**src/rtl/qarctan_share_arbiter.sv**
```systemverilog
// rtl/qarctan_share_arbiter.sv - shares one qarctan engine between two channels with in-order tagged returns
// Optional: define QARB_FIXED_PRIO_EN for fixed ch0 priority instead of round-robin.
module qarctan_share_arbiter #(
    parameter int DATA_WIDTH      = 32,
    parameter int MAX_OUTSTANDING = 8
) (
    input  logic                                     clock,
    input  logic                                     reset,
    output logic                                     ch0_re_rd_en,
    input  logic                                     ch0_re_empty,
    input  logic [DATA_WIDTH-1:0]                    ch0_re_dout,
    output logic                                     ch0_im_rd_en,
    input  logic                                     ch0_im_empty,
    input  logic [DATA_WIDTH-1:0]                    ch0_im_dout,
    output logic                                     ch0_out_wr_en,
    input  logic                                     ch0_out_full,
    output logic [DATA_WIDTH-1:0]                    ch0_out_din,
    output logic                                     ch1_re_rd_en,
    input  logic                                     ch1_re_empty,
    input  logic [DATA_WIDTH-1:0]                    ch1_re_dout,
    output logic                                     ch1_im_rd_en,
    input  logic                                     ch1_im_empty,
    input  logic [DATA_WIDTH-1:0]                    ch1_im_dout,
    output logic                                     ch1_out_wr_en,
    input  logic                                     ch1_out_full,
    output logic [DATA_WIDTH-1:0]                    ch1_out_din,
    output logic                                     eng_wr_en,
    input  logic                                     eng_full,
    output logic [DATA_WIDTH-1:0]                    eng_re_din,
    output logic [DATA_WIDTH-1:0]                    eng_im_din,
    output logic                                     eng_rd_en,
    input  logic                                     eng_empty,
    input  logic [DATA_WIDTH-1:0]                    eng_dout,
    output logic [$clog2(MAX_OUTSTANDING+1)-1:0]     outstanding,
    output logic                                     err_orphan
);

    localparam int CW = $clog2(MAX_OUTSTANDING + 1);
    localparam int PW = (MAX_OUTSTANDING > 1) ? $clog2(MAX_OUTSTANDING) : 1;
    localparam logic [CW-1:0] TAG_MAX  = CW'(MAX_OUTSTANDING);
    localparam logic [PW-1:0] PTR_LAST = PW'(MAX_OUTSTANDING - 1);

    typedef enum logic {ISS_IDLE, ISS_WRITE} iss_state_t;
    typedef enum logic {RET_IDLE, RET_WRITE} ret_state_t;

    iss_state_t          r_iss_state;
    ret_state_t          r_ret_state;
    logic                r_rr_ptr;
    logic                r_iss_tag;
    logic                r_ret_tag;
    logic [DATA_WIDTH-1:0] r_eng_re_din;
    logic [DATA_WIDTH-1:0] r_eng_im_din;
    logic [DATA_WIDTH-1:0] r_ch0_out_din;
    logic [DATA_WIDTH-1:0] r_ch1_out_din;
    logic                r_tag_mem [MAX_OUTSTANDING];
    logic [PW-1:0]       r_tag_wr_ptr;
    logic [PW-1:0]       r_tag_rd_ptr;
    logic [CW-1:0]       r_count;
    logic                r_err_orphan;

    logic w_elig0, w_elig1, w_any_elig, w_winner;
    logic w_tag_full, w_tag_empty, w_head_tag;
    logic w_grant, w_push, w_eng_rd, w_pop, w_ret_full, w_deliver;

    assign w_elig0    = !ch0_re_empty && !ch0_im_empty;
    assign w_elig1    = !ch1_re_empty && !ch1_im_empty;
    assign w_any_elig = w_elig0 || w_elig1;

`ifdef QARB_FIXED_PRIO_EN
    assign w_winner = !w_elig0;
`else
    // Pointer only breaks ties; a lone eligible channel always wins.
    assign w_winner = (w_elig0 && w_elig1) ? r_rr_ptr : !w_elig0;
`endif

    assign w_tag_full  = (r_count == TAG_MAX);
    assign w_tag_empty = (r_count == '0);
    assign w_head_tag  = r_tag_mem[r_tag_rd_ptr];

    // Strobes are gated by reset so nothing touches the external FIFOs during reset.
    assign w_grant    = !reset && (r_iss_state == ISS_IDLE) && w_any_elig && !w_tag_full;
    assign w_push     = !reset && (r_iss_state == ISS_WRITE) && !eng_full;
    assign w_eng_rd   = !reset && (r_ret_state == RET_IDLE) && !eng_empty;
    assign w_pop      = w_eng_rd && !w_tag_empty;
    assign w_ret_full = r_ret_tag ? ch1_out_full : ch0_out_full;
    assign w_deliver  = !reset && (r_ret_state == RET_WRITE) && !w_ret_full;

    assign ch0_re_rd_en  = w_grant && !w_winner;
    assign ch0_im_rd_en  = w_grant && !w_winner;
    assign ch1_re_rd_en  = w_grant && w_winner;
    assign ch1_im_rd_en  = w_grant && w_winner;
    assign eng_wr_en     = w_push;
    assign eng_re_din    = r_eng_re_din;
    assign eng_im_din    = r_eng_im_din;
    assign eng_rd_en     = w_eng_rd;
    assign ch0_out_wr_en = w_deliver && !r_ret_tag;
    assign ch1_out_wr_en = w_deliver && r_ret_tag;
    assign ch0_out_din   = r_ch0_out_din;
    assign ch1_out_din   = r_ch1_out_din;
    assign outstanding   = r_count;
    assign err_orphan    = r_err_orphan;

    always_ff @(posedge clock) begin
        if (w_push) begin
            r_tag_mem[r_tag_wr_ptr] <= r_iss_tag;
        end
    end

    always_ff @(posedge clock) begin
        if (reset) begin
            r_iss_state   <= ISS_IDLE;
            r_ret_state   <= RET_IDLE;
            r_rr_ptr      <= 1'b0;
            r_iss_tag     <= 1'b0;
            r_ret_tag     <= 1'b0;
            r_eng_re_din  <= '0;
            r_eng_im_din  <= '0;
            r_ch0_out_din <= '0;
            r_ch1_out_din <= '0;
            r_tag_wr_ptr  <= '0;
            r_tag_rd_ptr  <= '0;
            r_count       <= '0;
            r_err_orphan  <= 1'b0;
        end else begin
            case (r_iss_state)
                ISS_IDLE: begin
                    if (w_grant) begin
                        r_eng_re_din <= w_winner ? ch1_re_dout : ch0_re_dout;
                        r_eng_im_din <= w_winner ? ch1_im_dout : ch0_im_dout;
                        r_iss_tag    <= w_winner;
`ifdef QARB_FIXED_PRIO_EN
                        r_rr_ptr     <= 1'b0;
`else
                        r_rr_ptr     <= !w_winner;
`endif
                        r_iss_state  <= ISS_WRITE;
                    end
                end
                ISS_WRITE: begin
                    if (w_push) begin
                        r_tag_wr_ptr <= (r_tag_wr_ptr == PTR_LAST) ? '0 : r_tag_wr_ptr + PW'(1);
                        r_iss_state  <= ISS_IDLE;
                    end
                end
                default: r_iss_state <= ISS_IDLE;
            endcase

            case (r_ret_state)
                RET_IDLE: begin
                    if (w_pop) begin
                        r_ret_tag <= w_head_tag;
                        if (w_head_tag) begin
                            r_ch1_out_din <= eng_dout;
                        end else begin
                            r_ch0_out_din <= eng_dout;
                        end
                        r_tag_rd_ptr <= (r_tag_rd_ptr == PTR_LAST) ? '0 : r_tag_rd_ptr + PW'(1);
                        r_ret_state  <= RET_WRITE;
                    end else if (w_eng_rd) begin
                        r_err_orphan <= 1'b1;
                    end
                end
                RET_WRITE: begin
                    if (w_deliver) begin
                        r_ret_state <= RET_IDLE;
                    end
                end
                default: r_ret_state <= RET_IDLE;
            endcase

            case ({w_push, w_pop})
                2'b10:   r_count <= r_count + CW'(1);
                2'b01:   r_count <= r_count - CW'(1);
                default: r_count <= r_count;
            endcase
        end
    end

endmodule

```
**config.mk**
```make
export PLATFORM = sky130hd
export DESIGN_NAME = qarctan_share_arbiter
export DESIGN_NICKNAME = d
export VERILOG_FILES = /design/src/rtl/qarctan_share_arbiter.sv
export SDC_FILE = /design/constraint.sdc
export NUM_CORES = 1
export LEC_CHECK = 0
export ABC_AREA = 1
export CAP_MARGIN = 20
export CORE_UTILIZATION = 40
export CTS_CLUSTER_DIAMETER = 80
export DETAILED_ROUTE_END_ITERATION = 8
export GPL_TIMING_DRIVEN = 0
export PLACE_DENSITY = 0.85
export SLEW_MARGIN = 20
export SYNTH_ARGS = -nofsm -noshare
export SYNTH_HDL_FRONTEND = slang
export SYNTH_SLANG_ARGS = --single-unit
```
**constraint.sdc**
```tcl
create_clock -name clock -period 2.43 [get_ports clock]
set_input_delay 0.243 -clock clock [delete_from_list [all_inputs] [get_ports clock]]
set_output_delay 0.243 -clock clock [all_outputs]
set_load 0.1 [all_outputs]
```
==> results of run 1 <==
-- flip-flops by register name, indices dropped and copies added (netlist names), named ones only --
register and cells:
r_tag_rd_ptr 3, eng_re_din 32, r_iss_tag 1, r_ret_tag 1, err_orphan 1, r_ret_state 1, outstanding 4, r_tag_wr_ptr 3
r_rr_ptr 1, eng_im_din 32, ch0_out_din 32, ch1_out_din 32, r_iss_state 1, r_tag_mem 8
-- repair_timing --
item	4_1_cts	5_1_grt
resized for setup	24	6
endpoints found under the setup margin	8	4
hold endpoints to repair	0	0
-- stage by stage --
stage / std cells / power (mW)
6_report: 1627 / 7.31
5_1_grt: 1627 / 7.57
4_1_cts: 1627 / 7.35
3_5_place_dp: 1598 / 4.81
3_3_place_gp: 1598 / 4.79
2_1_floorplan: 1063 / 4.14
-- final timing paths --
check,start,to,slack [ns],cells after the start
setup / recovery,reset,ch0_out_wr_en,0.13,7
hold / removal,eng_full,r_iss_state$_SDFF_PP0_,0.42,3
setup reg to reg,r_ret_state$_SDFF_PP0_,outstanding[2]$_SDFFE_PP0P_,0.24,14
hold reg to reg,eng_re_din[28]$_SDFFE_PP0P_,eng_re_din[28]$_SDFFE_PP0P_,0.46,2
-- metal layers --
layer,up-vias,track usage (%)
li1,3911,-
met1,3411,26.1
met2,330,46.3
met3,48,5.71
met4,0,11.2
met5,-,0
-- final cells by class --
| cell class | instances | share of cell area, % |
|---|---|---|
| clock buffers | 19 | 4.13 |
| inverters | 93 | 3.18 |
| repair buffers | 310 | 28.1 |
| flip-flops and latches | 155 | 29.0 |
| clock inverters | 11 | 1.00 |
| well taps | 225 | 2.56 |
| multi-input cells | 749 | 28.8 |
| plain buffers | 65 | 3.17 |
-- cells in the mapped netlist (3+ instances only) --
| library cell | count | area share (%) |
|---|---|---|
| inv_1 | 90 | 4.8 |
| a21oi_1 | 101 | 7.2 |
| nand4_1 | 3 | 0.27 |
| buf_1 | 6 | 0.32 |
| inv_2 | 3 | 0.16 |
| buf_2 | 25 | 1.8 |
| edfxtp_1 | 8 | 3.4 |
| dfxtp_1 | 147 | 42 |
| clkbuf_1 | 19 | 1.0 |
| buf_6 | 3 | 0.48 |
| ha_1 | 6 | 1.1 |
| o21ai_0 | 5 | 0.36 |
| nand3_2 | 3 | 0.43 |
| buf_4 | 13 | 1.4 |
| nor2_1 | 126 | 6.7 |
| nand3_1 | 45 | 3.2 |
| nand2_1 | 443 | 24 |
| nand2_2 | 3 | 0.27 |
-- power breakdown --
group          internal (mW)  switching (mW)  leakage (nW)
clock network           1.47            1.08         0.269
registers               2.69          0.0818          1.27
logic                  0.631            1.36          3.34
-- cell families (layout without fill, tap and decap cells) --
| kind of cell | after synthesis | after routing | share of synthesized area (%) |
|---|---|---|---|
| AND/OR/NAND/NOR | 630 | 630 | 35.3 |
| buffers and inverters | 159 | 498 | 9.97 |
| flip-flops | 155 | 155 | 45.4 |
| AO/OA/AOI/OAI | 111 | 111 | 8.08 |
| adder cells (fa/ha/maj) | 6 | 6 | 1.07 |
| XOR/XNOR | 2 | 2 | 0.250 |
-- worst min-delay path, stage by stage --
cell             delay (ns)
clkdlybuf4s50_1        0.42
nand2_1                0.07
a21oi_1                0.05
==> flow_summary.toml, run 1 <==
[place]
gp_congestion = 0.863
dpl.hpwl_microns = 17600
io_buffer_count = 310
place_area_sq_um = 10400
place_ws_ns = -0.897

[global_route]
grt_start_max_net_pins = 17
grt_pass1_wl_microns = 35000
antenna_found_initial = 0
grt-ovfl-total = 0
groute.usage.overall_pct = 24.7
grt_pass1_vias = 7318

[route]
drc = 0
drtAntennaViolNets = 0
wire_per_inst_microns = 13.8
vias = 7700
wl_met3_microns = 1620
top_layer_used = "met4"
wl_met1_microns = 8470
drtIter0Drc = 350
routed_wl_microns = 22500
dr_wl_met2_microns = 11700
drtPass1Iterations = 6
avgViaCountPerCell = 4.73

[floorplanning]
die_x_microns = 134
ios = 311
floorplan.die_area_sq_um = 18100
fp-row-count = 48
core_area_sq_um = 17200
dieHeight_microns = 134
start_util_pct = 40.7

[layout]
nFillCells = 1494
utilization_pct = 63.7
layout.cells.most_common = "nand2_1"
regArea_sq_um = 3190
areaGrowthSynthToFinish_pct = 56.4
num-nets-final = 1567
drive_gt1_share_pct = 6.92
design_area_sq_um = 11000
multi_input_area_sq_um = 3160
antennaDiodeCount = 0
final_cell_mix = "nand2_1, clkdlybuf4s50_1, dfxtp_1"

[pwr]
powerDensity_nw_per_um2 = 666
peakVddDrop_uv = 580
leakage_nw = 4.88

[sta]
holdWs_ns = 0.422
worstMarginPinSlew_ns = 1.06
setup_viol = 0
rsz0062_at_grt = "false"
period_minus_slack_ns = 2.30
hold_violations = 0
tns_ns = 0
relSlewSlack_pct = 28.9
worst_slack_ns = 0.128
fin_crit_sh_pct = 94.8
max_freq_ghz = 0.434
skew_ns = 0.00911
slew_violations = 0

[clock_network]
htree_levels = 4
clock_latency_ns = 0.42
path_clk_slew_ns = 0.06
postCtsSetupRepairBufs = 0
root_buffer = "clkbuf_16"
cts.sinks = 155
clockBufferDepth = 2
hold_buffers = 0
cts_tree = "yes"
cts_buffers = 17

[worst_setup_path]
required_ns = 2.19
worst_path_max_delay_cell = "clkdlybuf4s50_1"
startpoint_type = "input port"
cp_data_arrival_time_ns = 2.06
path_cells = "clkdlybuf4s50_1, inv_2, clkbuf_2, clkbuf_1, nand4_1, inv_1, buf_4"
critPathBufInv = 6
cp-end-kind = "primary output"
cpLargestDelayFamily = "buffers and inverters"
slowest_delay_ns = 0.47
cp_max_fo = 10
crit_type = "input port to primary output"

[yosys]
syn_inst = 1063
ys_ff_latch = 155
synth_nets = 1239
avgSynthCellArea_sq_um = 6.60
synth_area_sq_um = 7020
yosysSeqAreaShare_pct = 45.4
synth_cell_types = 29
synth_edf_count = 8
async_reset_ff_share_pct = 0
synth_warnings = 0
synthFlopType = "dfxtp_1"

[run_status]
status = "complete, no violations"

[hold_path]
hp-class = "input port to flip-flop"

[flow_run]
max_cap_violations = 0
Note: power is estimated with default switching activity, not from simulation.
==> run 2: changes to the inputs <==
- CELL_PAD_IN_SITES_DETAIL_PLACEMENT: not set -> 0
- CELL_PAD_IN_SITES_GLOBAL_PLACEMENT: not set -> 1
- CORE_UTILIZATION: 40 -> 28
- PLACE_DENSITY: 0.85 -> 0.88
==> run 2 against run 1 <==
- sequential cell count stayed put
- wire length is 4.3% higher
- maximum frequency is 1.6% lower
- clock skew is 0.0050 ns higher
- register-to-register slack better by 0.02 ns
- combinational power hardly changed
- worst hold slack worse by 0.019 ns
- sequential share of layout area is 0.36 points lower
- final cell count is 6.1% higher
- final area is 1.2% higher
- clock power is 3% higher
- critical path depth stayed put
==> flow_summary.toml, run 2 (synthesis gave the netlist of run 1 again) <==
[floorplanning]
die_x_microns = 160
dieHeight_microns = 160
core_area_sq_um = 24500
fp-row-count = 57
floorplan.die_area_sq_um = 25700
start_util_pct = 28.7
ios = 311

[route]
drtIter0Drc = 367
drtAntennaViolNets = 0
avgViaCountPerCell = 4.28
wire_per_inst_microns = 13.6
routed_wl_microns = 23500
drtPass1Iterations = 5
vias = 7399
drc = 0

[clock_network]
clock_latency_ns = 0.43
cts_buffers = 17
htree_levels = 4
clockBufferDepth = 2
postCtsSetupRepairBufs = 0
cts.sinks = 155
cts_tree = "yes"
root_buffer = "clkbuf_16"
path_clk_slew_ns = 0.07

[flow_run]
max_cap_violations = 0

[worst_setup_path]
cp_data_arrival_time_ns = 2.10
cp_max_fo = 10
path_cells = "clkdlybuf4s50_1, nor2_1, or2_2, nand3_2, buf_4, nor2_4, clkdlybuf4s15_2"
r2r_start = "r_ret_state$_SDFF_PP0_"
cpLargestDelayFamily = "buffers and inverters"
worst_path_max_delay_cell = "clkdlybuf4s15_2"
required_ns = 2.19
startpoint = "ch1_im_empty"
critPathBufInv = 3
cp-end-kind = "primary output"
crit_type = "input port to primary output"
slowest_delay_ns = 0.58
startpoint_type = "input port"

[place]
place_inst = 1697
io_buffer_count = 310
place_area_sq_um = 10600
place_ws_ns = -1.11
gp_congestion = 0.835
dpl.hpwl_microns = 18500

[sta]
rsz0062_at_grt = "false"
fin_crit_sh_pct = 96.3
skew_ns = 0.0141
period_minus_slack_ns = 2.34
hold_violations = 0
worstMarginPinSlew_ns = 1.06
setup_viol = 0
holdWs_ns = 0.403
tns_ns = 0
relSlewSlack_pct = 28.9
worst_slack_ns = 0.0896
slew_violations = 0
max_freq_ghz = 0.427

[global_route]
grt_pass1_vias = 7308
grt_start_max_net_pins = 17
groute.usage.overall_pct = 18.5
grt_pass1_wl_microns = 37200
antenna_found_initial = 0
grt-ovfl-total = 0

[run_status]
status = "complete, no violations"

[hold_path]
worstHoldStart = "eng_full"
hp-class = "input port to flip-flop"

[layout]
utilization_pct = 45.4
finalNonFillerCells = 1727
multi_input_area_sq_um = 3160
nFillCells = 2558
drive_gt1_share_pct = 7.13
antennaDiodeCount = 0
areaGrowthSynthToFinish_pct = 58.4
design_area_sq_um = 11100
final_cell_mix = "nand2_1, clkdlybuf4s50_1, dfxtp_1"
num-nets-final = 1566
regArea_sq_um = 3190
layout.cells.most_common = "nand2_1"

[pwr]
clkPwrFrac_pct = 35.5
fin_total_pwr_mw = 7.39
leakage_nw = 4.90
switching_power_mw = 2.64
pwr-share-comb_pct = 27.0
netSwitchingFraction_pct = 35.7
internal_power_mw = 4.75
powerDensity_nw_per_um2 = 665
p_seq_share_pct = 37.5
peakVddDrop_uv = 338
## run 2: cell count changes in the layout (fill, tap and decap cells not counted), sizes merged
cell	previous run	this run
buf	50	49
bufinv	1	0
clkbuf	37	38
clkdlybuf4s15	1	2
clkdlybuf4s18	2	0
clkinv	2	5
clkinvlp	3	1
inv	98	100
## run 2: worst min-delay path: stages
cell and delay [ns]:
clkdlybuf4s50_1 0.41, nand2_1 0.07, a21oi_1 0.05
## run 2: power groups by stage
stage / sequential (mW) / clock [mW] / combinational, mW
after floorplan: 3.58 / 0 / 0.559
final: 2.77 / 2.62 / 2.00
after global routing: 2.78 / 2.79 / 2.13
after global placement: 2.82 / 0 / 2.01
after CTS: 2.77 / 2.70 / 2.02
after detailed placement: 2.82 / 0 / 2.01
## run 2: repair_timing
action                                  in CTS  in global routing
gates resized for setup                     27                  2
endpoints found under the setup margin       8                  4
hold buffers                                 0                  0
endpoints found under the hold margin        0                  0
pin swaps                                    0                  0
## run 2: layout make-up
type / instances / share of cell area [%]
repair buffers: 310 / 27.7
inverters: 93 / 3.14
plain buffers: 64 / 3.11
well taps: 324 / 3.65
flip-flops and latches: 155 / 28.7
clock inverters: 13 / 1.08
clock buffers: 19 / 4.18
multi-input cells: 749 / 28.4
## run 2: routing by layer
layer | global-route usage, % | vias to the layer above | part of all wire [%]
met2 | 34.3 | 247 | 51
met3 | 4.96 | 23 | 6.5
met4 | 5.15 | 0 | 1.4
met5 | 0 | - | 0
met1 | 20.5 | 3218 | 41
li1 | - | 3911 | -
## run 2: path summary, 6_finish.rpt
path	endpoint	slack (ns)	cells past startpoint
setup reg to reg	outstanding[1]$_SDFFE_PP0P_	0.26	10
setup / recovery	ch0_im_rd_en	0.09	7
hold / removal	r_iss_state$_SDFF_PP0_	0.40	3
hold reg to reg	eng_im_din[31]$_SDFFE_PP0P_	0.46	2
